`src/rtl/pong_pkg.sv`:
```
// Shared constants and types for the VGA pong datapath.
package pong_pkg;

  localparam int unsigned SCREEN_W = 640;
  localparam int unsigned SCREEN_H = 480;

  localparam logic [2:0] COL_BLACK   = 3'b000;
  localparam logic [2:0] COL_BLUE    = 3'b001;
  localparam logic [2:0] COL_GREEN   = 3'b010;
  localparam logic [2:0] COL_CYAN    = 3'b011;
  localparam logic [2:0] COL_RED     = 3'b100;
  localparam logic [2:0] COL_MAGENTA = 3'b101;
  localparam logic [2:0] COL_YELLOW  = 3'b110;
  localparam logic [2:0] COL_WHITE   = 3'b111;

  typedef enum logic [1:0] {
    IDLE = 2'd0,
    UP   = 2'd1,
    DOWN = 2'd2,
    AUTO = 2'd3
  } paddle_state_t;

endpackage

```
`src/rtl/sw_sync.sv`:
```
// Two-flop synchroniser for an asynchronous push-button; resets to RST_VAL.
module sw_sync #(
  parameter logic RST_VAL = 1'b1
) (
  input  logic clk,
  input  logic rst_n,
  input  logic i_d,
  output logic o_q
);

  logic r_meta;
  logic r_sync;

  // NOTE: sequential state uses non-blocking assignments so both flops sample the pre-edge values.
  always_ff @(posedge clk or negedge rst_n) begin
    if (!rst_n) begin
      r_meta <= RST_VAL;
      r_sync <= RST_VAL;
    end else begin
      r_meta <= i_d;
      r_sync <= r_meta;
    end
  end

  assign o_q = r_sync;

endmodule

```
`src/rtl/paddle_axis.sv`:
```
// Player paddle: button-driven vertical position with auto-repeat and acceleration, plus rendering.
// Define PADDLE_AUTO_EN to add the auto_en/ball_y ports and the ball-tracking AUTO state.
module paddle_axis
  import pong_pkg::*;
#(
  parameter int unsigned XPOS       = 50,
  parameter int unsigned WIDTH      = 20,
  parameter int unsigned HEIGHT     = 100,
  parameter int unsigned SCREEN_H   = 480,
  parameter int unsigned RESET_Y    = 190,
  parameter int unsigned HOLD       = 50000,
  parameter int unsigned MIN_HOLD   = 12500,
  parameter int unsigned ACCEL_STEP = 5000,
  parameter logic [2:0]  COLOR      = COL_CYAN
) (
  input  logic       clk,
  input  logic       rst,
  input  logic [9:0] x,
  input  logic [9:0] y,
  input  logic       swup,
  input  logic       swdn,
`ifdef PADDLE_AUTO_EN
  input  logic       auto_en,
  input  logic [9:0] ball_y,
`endif
  output logic [2:0] color,
  output logic       onpaddle,
  output logic [9:0] ypos,
  output logic       moving,
  output logic       at_limit
);

  localparam int unsigned    CW     = $clog2(HOLD + 1);
  localparam logic [9:0]     MAX_Y  = 10'(SCREEN_H - HEIGHT);
  localparam logic [9:0]     RST_Y  = 10'(RESET_Y);
  localparam logic [CW-1:0]  HOLD_C = CW'(HOLD);
  localparam logic [CW-1:0]  MIN_C  = CW'(MIN_HOLD);
  localparam logic [10:0]    X_LO   = 11'(XPOS);
  localparam logic [10:0]    X_HI   = 11'(XPOS + WIDTH);
  localparam logic [10:0]    H_C    = 11'(HEIGHT);

  paddle_state_t r_state;
  logic [9:0]    r_ypos;
  logic [CW-1:0] r_cnt;
  logic [CW-1:0] r_interval;

  logic          w_up_s;
  logic          w_dn_s;
  logic          w_at_top;
  logic          w_at_bot;
  logic          w_cnt_done;
  logic [31:0]   w_iv32;
  logic [CW-1:0] w_next_iv;
  logic          w_atx;
  logic          w_aty;

  sw_sync #(.RST_VAL(1'b1)) u_sync_up (
    .clk   (clk),
    .rst_n (rst),
    .i_d   (swup),
    .o_q   (w_up_s)
  );

  sw_sync #(.RST_VAL(1'b1)) u_sync_dn (
    .clk   (clk),
    .rst_n (rst),
    .i_d   (swdn),
    .o_q   (w_dn_s)
  );

  assign w_at_top   = (r_ypos == 10'd0);
  assign w_at_bot   = (r_ypos == MAX_Y);
  assign w_cnt_done = (r_cnt == r_interval - CW'(1));

  // Acceleration saturates at MIN_HOLD instead of underflowing the interval.
  assign w_iv32    = 32'(r_interval);
  assign w_next_iv = (w_iv32 >= MIN_HOLD + ACCEL_STEP) ? CW'(w_iv32 - ACCEL_STEP) : MIN_C;

`ifdef PADDLE_AUTO_EN
  logic [10:0] w_off;
  logic [9:0]  w_target;

  assign w_off = {1'b0, ball_y} - 11'(HEIGHT / 2);

  // NOTE: every combinational output gets a default first so no latch is inferred.
  always_comb begin
    w_target = 10'd0;
    if ({1'b0, ball_y} >= 11'(HEIGHT / 2)) begin
      if (w_off > {1'b0, MAX_Y}) w_target = MAX_Y;
      else                       w_target = w_off[9:0];
    end
  end
`endif

  always_ff @(posedge clk or negedge rst) begin
    if (!rst) begin
      r_state    <= IDLE;
      r_ypos     <= RST_Y;
      r_cnt      <= '0;
      r_interval <= HOLD_C;
    end else begin
`ifdef PADDLE_AUTO_EN
      if (auto_en && r_state != AUTO) begin
        r_state <= AUTO;
        r_cnt   <= '0;
      end else
`endif
      case (r_state)
        IDLE: begin
          if (!w_up_s && w_dn_s) begin
            r_state    <= UP;
            r_cnt      <= '0;
            r_interval <= HOLD_C;
            if (!w_at_top) r_ypos <= r_ypos - 10'd1;
          end else if (!w_dn_s && w_up_s) begin
            r_state    <= DOWN;
            r_cnt      <= '0;
            r_interval <= HOLD_C;
            if (!w_at_bot) r_ypos <= r_ypos + 10'd1;
          end
        end
        UP: begin
          if (w_up_s || !w_dn_s) begin
            r_state <= IDLE;
            r_cnt   <= '0;
          end else if (w_cnt_done) begin
            r_cnt      <= '0;
            r_interval <= w_next_iv;
            if (!w_at_top) r_ypos <= r_ypos - 10'd1;
          end else begin
            r_cnt <= r_cnt + CW'(1);
          end
        end
        DOWN: begin
          if (w_dn_s || !w_up_s) begin
            r_state <= IDLE;
            r_cnt   <= '0;
          end else if (w_cnt_done) begin
            r_cnt      <= '0;
            r_interval <= w_next_iv;
            if (!w_at_bot) r_ypos <= r_ypos + 10'd1;
          end else begin
            r_cnt <= r_cnt + CW'(1);
          end
        end
`ifdef PADDLE_AUTO_EN
        AUTO: begin
          if (!auto_en) begin
            r_state <= IDLE;
            r_cnt   <= '0;
          end else if (r_cnt == MIN_C - CW'(1)) begin
            r_cnt <= '0;
            if (r_ypos < w_target)      r_ypos <= r_ypos + 10'd1;
            else if (r_ypos > w_target) r_ypos <= r_ypos - 10'd1;
          end else begin
            r_cnt <= r_cnt + CW'(1);
          end
        end
`endif
        default: begin
          r_state <= IDLE;
          r_cnt   <= '0;
        end
      endcase
    end
  end

  // Rendering widens to 11 bits so ypos+HEIGHT near the bottom cannot wrap.
  assign w_atx = ({1'b0, x} >= X_LO) && ({1'b0, x} < X_HI);
  assign w_aty = ({1'b0, y} >= {1'b0, r_ypos}) && ({1'b0, y} < {1'b0, r_ypos} + H_C);

  assign onpaddle = w_atx & w_aty;
  assign color    = onpaddle ? COLOR : COL_BLACK;
  assign ypos     = r_ypos;
  assign at_limit = w_at_top | w_at_bot;

`ifdef PADDLE_AUTO_EN
  assign moving = (r_state == UP) || (r_state == DOWN) ||
                  ((r_state == AUTO) && (r_ypos != w_target));
`else
  assign moving = (r_state == UP) || (r_state == DOWN);
`endif

endmodule

```
`config.mk`:
```
export PLATFORM = sky130hd
export DESIGN_NAME = paddle_axis
export DESIGN_NICKNAME = d
export VERILOG_FILES = /design/src/rtl/pong_pkg.sv /design/src/rtl/sw_sync.sv /design/src/rtl/paddle_axis.sv
export SDC_FILE = /design/constraint.sdc
export NUM_CORES = 1
export LEC_CHECK = 0
export BUFFER_PORTS_ARGS = -buffer_cell sky130_fd_sc_hd__buf_2
export CORE_MARGIN = 1
export CORE_UTILIZATION = 50
export DETAILED_ROUTE_END_ITERATION = 10
export GPL_TIMING_DRIVEN = 1
export PLACE_DENSITY = 0.68
export SLEW_MARGIN = 20
export SYNTH_ARGS = -nofsm -noshare
export SYNTH_HDL_FRONTEND = slang
export SYNTH_SLANG_ARGS = --single-unit
```
`constraint.sdc`:
```
create_clock -name clk -period 3.1 [get_ports clk]
set_clock_uncertainty 0.2 [all_clocks]
set_input_delay 0.465 -clock clk [delete_from_list [all_inputs] [get_ports clk]]
set_output_delay 0.465 -clock clk [all_outputs]
set_load 0.05 [all_outputs]
```
==> impl_metrics.json, run 1 <==
{
  "status": "complete, but fails checks",
  "violations": "negative hold slack, negative setup slack",
  "area.growth.synth_to_final_pct": 24.7,
  "setup_viol": 9,
  "critPathRequiredTime_ps": 2430,
  "p_int_mw": 1.81,
  "hold_viol_final": 7,
  "p_sw_frac": 0.494,
  "multi_input_comb_area_sq_um": 2870,
  "layout-drive-gt1-share": 0.306,
  "coreArea_sq_um": 7770,
  "dieArea_sq_um": 8420,
  "dp.cells": 640,
  "gr-usage-all-layers": 0.253,
  "reg2reg_depth": 10,
  "path_max_fanout": 6,
  "p_sw_mw": 1.77,
  "initial_core_util": 0.519,
  "drtIter0Drc": 331,
  "whs_ps": -4.26,
  "synthesis.area_sq_um": 4030,
  "wl_per_cell_um": 16.3,
  "p_per_area_nw_per_um2": 712,
  "cts_htree_levels": 2,
  "start_kind": "flip-flop",
  "hold_class": "in2async",
  "synth_top_flop_cell": "dfrtp_1",
  "max_cap_viol_count": 0,
  "maxSlewViolCount": 0,
  "fin_crit_sh": 1.10,
  "layout_setup_ws_ps": -325,
  "antenna_found_initial": 0,
  "vdd_drop_max_mv": 0.661,
  "timing.fmax_ghz": 0.292,
  "avgSynthCellArea_sq_um": 8.26,
  "grt_max_degree": 31,
  "place_congestion": 0.846,
  "insertion_delay_ps": 300,
  "rsz0062_at_grt": "true",
  "fin_cells": 657,
  "io_pins": 40,
  "die_w_um": 91.8,
  "final-seq-area_sq_um": 1180,
  "num-fill-cells": 681,
  "vias_per_cell": 6.03,
  "ys_ff_latch": 46,
  "synth_edf_count": 0,
  "critical_path_class": "reg2out",
  "wl_um": 10700,
  "arrival_ps": 2760,
  "row_count": 32,
  "r2r_slack_ps": -20,
  "clkPwrFrac": 0.101,
  "clockBufferDepth": 2,
  "yosysWarnings": 0,
  "vias": 3960,
  "portBuffers": 37,
  "relSlewSlack": 0.541,
  "synthArstFlopShare": 1.00,
  "cts_tree": "yes",
  "cts_sinks": 46,
  "firstDrtPassIters": 5,
  "reg2reg_to": "r_interval[5]",
  "worstMarginPinSlew_ps": 689,
  "p_comb_frac": 0.672,
  "cts_inserted_buffers": 5,
  "syn_nets": 545,
  "ys_seq_area_frac": 0.291,
  "p_leak_nw": 2.24,
  "num_antenna_cells": 0,
  "period_minus_slack_ps": 3430,
  "clk_pin_slew_ps": 90,
  "end_kind": "primary output",
  "drc": 0,
  "r2r_start": "r_interval[2]",
  "ctsRootBufferMaster": "clkbuf_8",
  "die_h_um": 91.8,
  "power_frac_seq": 0.227,
  "grt.overflow.total": 0,
  "nNetsFinal": 611,
  "setup_tns_ps": -1050,
  "ant_nets": 0,
  "ys_types": 70,
  "grt_pass1_vias": 3740,
  "postSynthCellCount": 488,
  "hpwlAfterDp_um": 7790,
  "grt_pass1_wl_um": 17400
}
power groups by stage:
stage | clock [mW] | sequential [mW] | combinational (mW)
floorplan | 0 | 1.02 | 1.34
CTS | 0.373 | 0.814 | 2.21
finish | 0.360 | 0.812 | 2.41
global route | 0.386 | 0.827 | 2.63
global placement | 0 | 0.814 | 2.10
detailed placement | 0 | 0.820 | 2.12
routing by layer:
metal | share of wire | GRT usage
met1 | 0.48 | 0.366
met2 | 0.46 | 0.409
met3 | 0.050 | 0.0307
met4 | 0.0064 | 0.0495
met5 | 0 | 0
registers in the layout, summed over array words and instances, names as in the netlist:
register          cells
ypos                 10
r_state               2
u_sync_dn.r_meta      1
r_cnt                16
u_sync_up.o_q         1
r_interval           14
u_sync_dn.o_q         1
u_sync_up.r_meta      1
stage by stage:
stage               utilization  hold slack, ps  power (mW)  setup slack, ps  instance area (sq um)
global route              0.647            48.7        3.84             -385                   5020
global placement          0.590             146        2.91             -175                   4580
CTS                       0.613            26.1        3.40             -217                   4760
finish                    0.647           -4.26        3.58             -325                   5020
floorplan                     -           -30.6        2.36             -369                   4100
detailed placement        0.590             147        2.94             -178                   4580
critical path: stages (launching register included):
cell,delay (ps)
dfstp_4,680
ha_4,170
nand2_4,70
nand2_4,70
nand2_2,50
xnor2_1,120
ha_1,340
a211oi_2,270
a21boi_2,130
nor4_4,340
buf_6,220
layout by cell type (no fill, tap or decap), drive strengths merged, types with 9 or more instances in the layout:
| master | n |
|---|---|
| buf | 90 |
| nand2 | 41 |
| nor2 | 34 |
| ha | 33 |
| a21oi | 31 |
| dfrtp | 30 |
| inv | 30 |
| o21ai | 21 |
| xnor2 | 18 |
| nand3 | 18 |
| xor2 | 16 |
| dfstp | 16 |
| nand4 | 11 |
| a21o | 10 |
| a31oi | 9 |
| nor4 | 9 |
final cells by class:
type | count | area share
clock buffer | 8 | 0.0159
inverter | 30 | 0.0229
timing repair buffer | 90 | 0.130
sequential | 46 | 0.235
multi-input combinational | 381 | 0.571
tap | 102 | 0.0254
cell families after synthesis:
logic type / Yosys count / share of synthesized area
simple gates: 176 / 0.234
fa+ha+maj: 33 / 0.102
buf+inv: 61 / 0.0633
xor+xnor: 34 / 0.0739
mux: 8 / 0.0208
compound gates: 129 / 0.214
flops: 46 / 0.291
other cells: 1 / 0.000930
synth_stat cells, types with 5 or more instances:
cell type  number  area (sq um)
a21oi_1        30           150
nor2_1         34           128
and3_1          6          37.5
xnor2_1        18           158
inv_1          30           113
or4_1           8          60.1
nand2_1        41           154
a211oi_1        7          52.6
a21o_1          9          67.6
nand2b_1        5          31.3
a31oi_1         9          56.3
o22ai_1         8          50.1
mux2i_1         5          50.1
or3_1           5          31.3
dfstp_2        16           420
buf_2           6          30.0
clkbuf_1       19          71.3
nor4_1          8          50.1
dfrtp_1        30           751
nand3_1        18          90.1
nor3_1          8          40.0
nor2b_1         8          50.1
xor2_1         16           140
o21ai_0        21           105
nand4_1        10          62.6
ha_1           33           413
timing repair:
action	CTS	global route
gates cloned	0	1
pin swaps	8	29
hold buffers	0	0
endpoints found under the setup margin	34	34
gates resized for setup	29	52
setup buffers	2	6
worst max path at each step:
stage                        from  endpoint  slack (ps)  depth (start not counted)
final                     ypos[2]  onpaddle        -330                         10
after CTS                 ypos[2]  color[1]        -220                         10
after global placement       x[3]  color[0]        -170                          8
after global routing      ypos[2]  onpaddle        -380                         10
after detailed placement     x[3]  onpaddle        -180                          8
after floorplan           ypos[5]  color[0]        -370                         10
No activity file was read; power rests on OpenSTA's default activity.
==> inputs of run 2 (changes only) <==
Settings changed: CELL_PAD_IN_SITES_DETAIL_PLACEMENT set to 0, CELL_PAD_IN_SITES_GLOBAL_PLACEMENT set to 2, CORE_UTILIZATION 50 to 33, PLACE_DENSITY 0.68 to 0.74.
==> run 2 against run 1 <==
Compared with the run above: the run ends with negative setup slack left; cell count rose by 8.8%; hold slack improved by 71 ps; critical path type unchanged; wire length rose by 8.2%.
==> impl_metrics.json, run 2 (synthesis gave the netlist of run 1 again) <==
{
  "status": "complete, but fails checks",
  "violations": "negative setup slack",
  "maxSlewViolCount": 0,
  "largest-register": "r_cnt",
  "dieArea_sq_um": 12700,
  "fin_crit_sh": 1.05,
  "firstDrtPassIters": 4,
  "layout.core_utilization": 0.465,
  "drtIter0Drc": 162,
  "worstMarginPinSlew_ps": 602,
  "period_minus_slack_ps": 3240,
  "dp_worst_setup_slack_ps": -99.0,
  "clk_pin_slew_ps": 70,
  "grt_max_degree": 29,
  "coreArea_sq_um": 11700,
  "cp_cell_sequence": "inv_4 > buf_4 > ha_4 > a21oi_1 > o21a_1 > o21a_1 > o21ai_2 > a21oi_2 > nor4_4 > buf_6",
  "initial_core_util": 0.346,
  "slowest_delay_ps": 700,
  "num_antenna_cells": 0,
  "setup_viol": 17,
  "grt_pass1_vias": 3872,
  "clockBufferDepth": 2,
  "die_w_um": 113,
  "crit_path_end": "color[0]",
  "nNetsFinal": 628,
  "arrival_ps": 2580,
  "insertion_delay_ps": 290,
  "start_kind": "flip-flop",
  "row_count": 39,
  "layout-drive-gt1-share": 0.350,
  "cts_sinks": 46,
  "ant_nets": 0,
  "io_pins": 40,
  "cts_tree": "yes",
  "layout_commonest_cell": "buf_4",
  "reg2reg_to": "r_interval[6]",
  "p_per_area_nw_per_um2": 739,
  "portBuffers": 37,
  "cts_inserted_buffers": 5,
  "vias_per_cell": 5.43,
  "layout_setup_ws_ps": -140,
  "p_leak_nw": 2.39,
  "ctsRootBufferMaster": "clkbuf_16",
  "grt.overflow.total": 0,
  "largest_register_ffs": 16,
  "hold_class": "in2reg",
  "most-common-layout-cells": "buf_4, nand2_1, buf_2",
  "whs_ps": 66.8,
  "die_h_um": 113,
  "hold_viol_final": 0,
  "critical_path_depth": 10,
  "placed_area_sq_um": 4700,
  "drc": 0,
  "r2r_start": "r_interval[3]",
  "relSlewSlack": 0.598,
  "cpLargestDelayFamily": "flip-flops",
  "crit_start": "ypos[2]",
  "timing.fmax_ghz": 0.309,
  "place_congestion": 0.828,
  "cts_htree_levels": 2,
  "max_cap_viol_count": 0,
  "reg2reg_depth": 10,
  "cpMostUsedCell": "o21a_1",
  "end_kind": "primary output",
  "critical_path_class": "reg2out",
  "grt_pass1_wl_um": 19400,
  "area.growth.synth_to_final_pct": 34.5,
  "r2r_slack_ps": -70,
  "vdd_drop_max_mv": 0.719,
  "stdcell_area_sq_um": 5420,
  "cp_slowest_cell": "dfstp_4",
  "path_max_fanout": 7,
  "critPathRequiredTime_ps": 2430,
  "power_mw": 4.00,
  "vias": 3882,
  "worst-path-buf-inv": 3,
  "wl_um": 11600,
  "hpwlAfterDp_um": 8670,
  "rsz0062_at_grt": "true",
  "wl_per_cell_um": 16.2,
  "antenna_found_initial": 0,
  "gr-usage-all-layers": 0.191
}
==> run 2: cell type report <==
type                       instances  area (sq um)
clock buffer                       6           129
clock inverter                     2          37.5
fill                            1187          6240
inverter                          30           118
multi-input combinational        381          2960
sequential                        46          1180
tap                              143           179
timing repair buffer             107           816
==> run 2: power breakdown <==
part	switching (mW)	internal (mW)	total [mW]
Sequential	0.124	0.723	0.847
Combinational	1.53	0.998	2.53
Clock	0.244	0.381	0.626
==> run 2: routing by layer <==
metal,wire length [um],share of wire,track usage,vias up
met5,0,0,0,-
met4,104,0.0090,0.0356,0
met3,243,0.021,0.0286,8
met2,5590,0.48,0.319,51
met1,5650,0.49,0.263,1881
li1,-,-,-,1942
==> run 2: worst min-delay path by stage <==
stage / startpoint / endpoint / slack, ps / depth (start not counted)
floorplan: rst / r_cnt[0] / -30 / 0
global placement: u_sync_dn.r_meta / u_sync_dn.o_q / 150 / 0
detailed placement: u_sync_dn.r_meta / u_sync_dn.o_q / 150 / 0
CTS: swdn / u_sync_dn.r_meta / 60 / 1
global route: swdn / u_sync_dn.r_meta / 50 / 1
finish: swdn / u_sync_dn.r_meta / 70 / 1
==> run 2: worst register-to-register path, cell delays in order (launching register included) <==
cell and delay (ps):
dfrtp_1 390, inv_2 100, ha_4 140, or4b_4 500, or4_4 550, o311ai_4 90
a21o_2 190, buf_6 100, nand4_4 150, or4_1 550, a21o_1 160
==> run 2: stage by stage <==
| step | TNS, ps | std cells |
|---|---|---|
| 2_1_floorplan | -852 | 488 |
| 3_3_place_gp | -173 | 689 |
| 3_5_place_dp | -1340 | 689 |
| 4_1_cts | -565 | 706 |
| 5_1_grt | -2820 | 715 |
| 6_report | -756 | 715 |
==> run 2: repair_timing <==
action | in CTS | in global routing
cloned | 1 | 1
buffers inserted | 7 | 9
hold buffers | 1 | 0
pin swaps | 15 | 38
hold endpoints to repair | 12 | 0
resized for setup | 41 | 58
setup endpoints to repair | 29 | 39
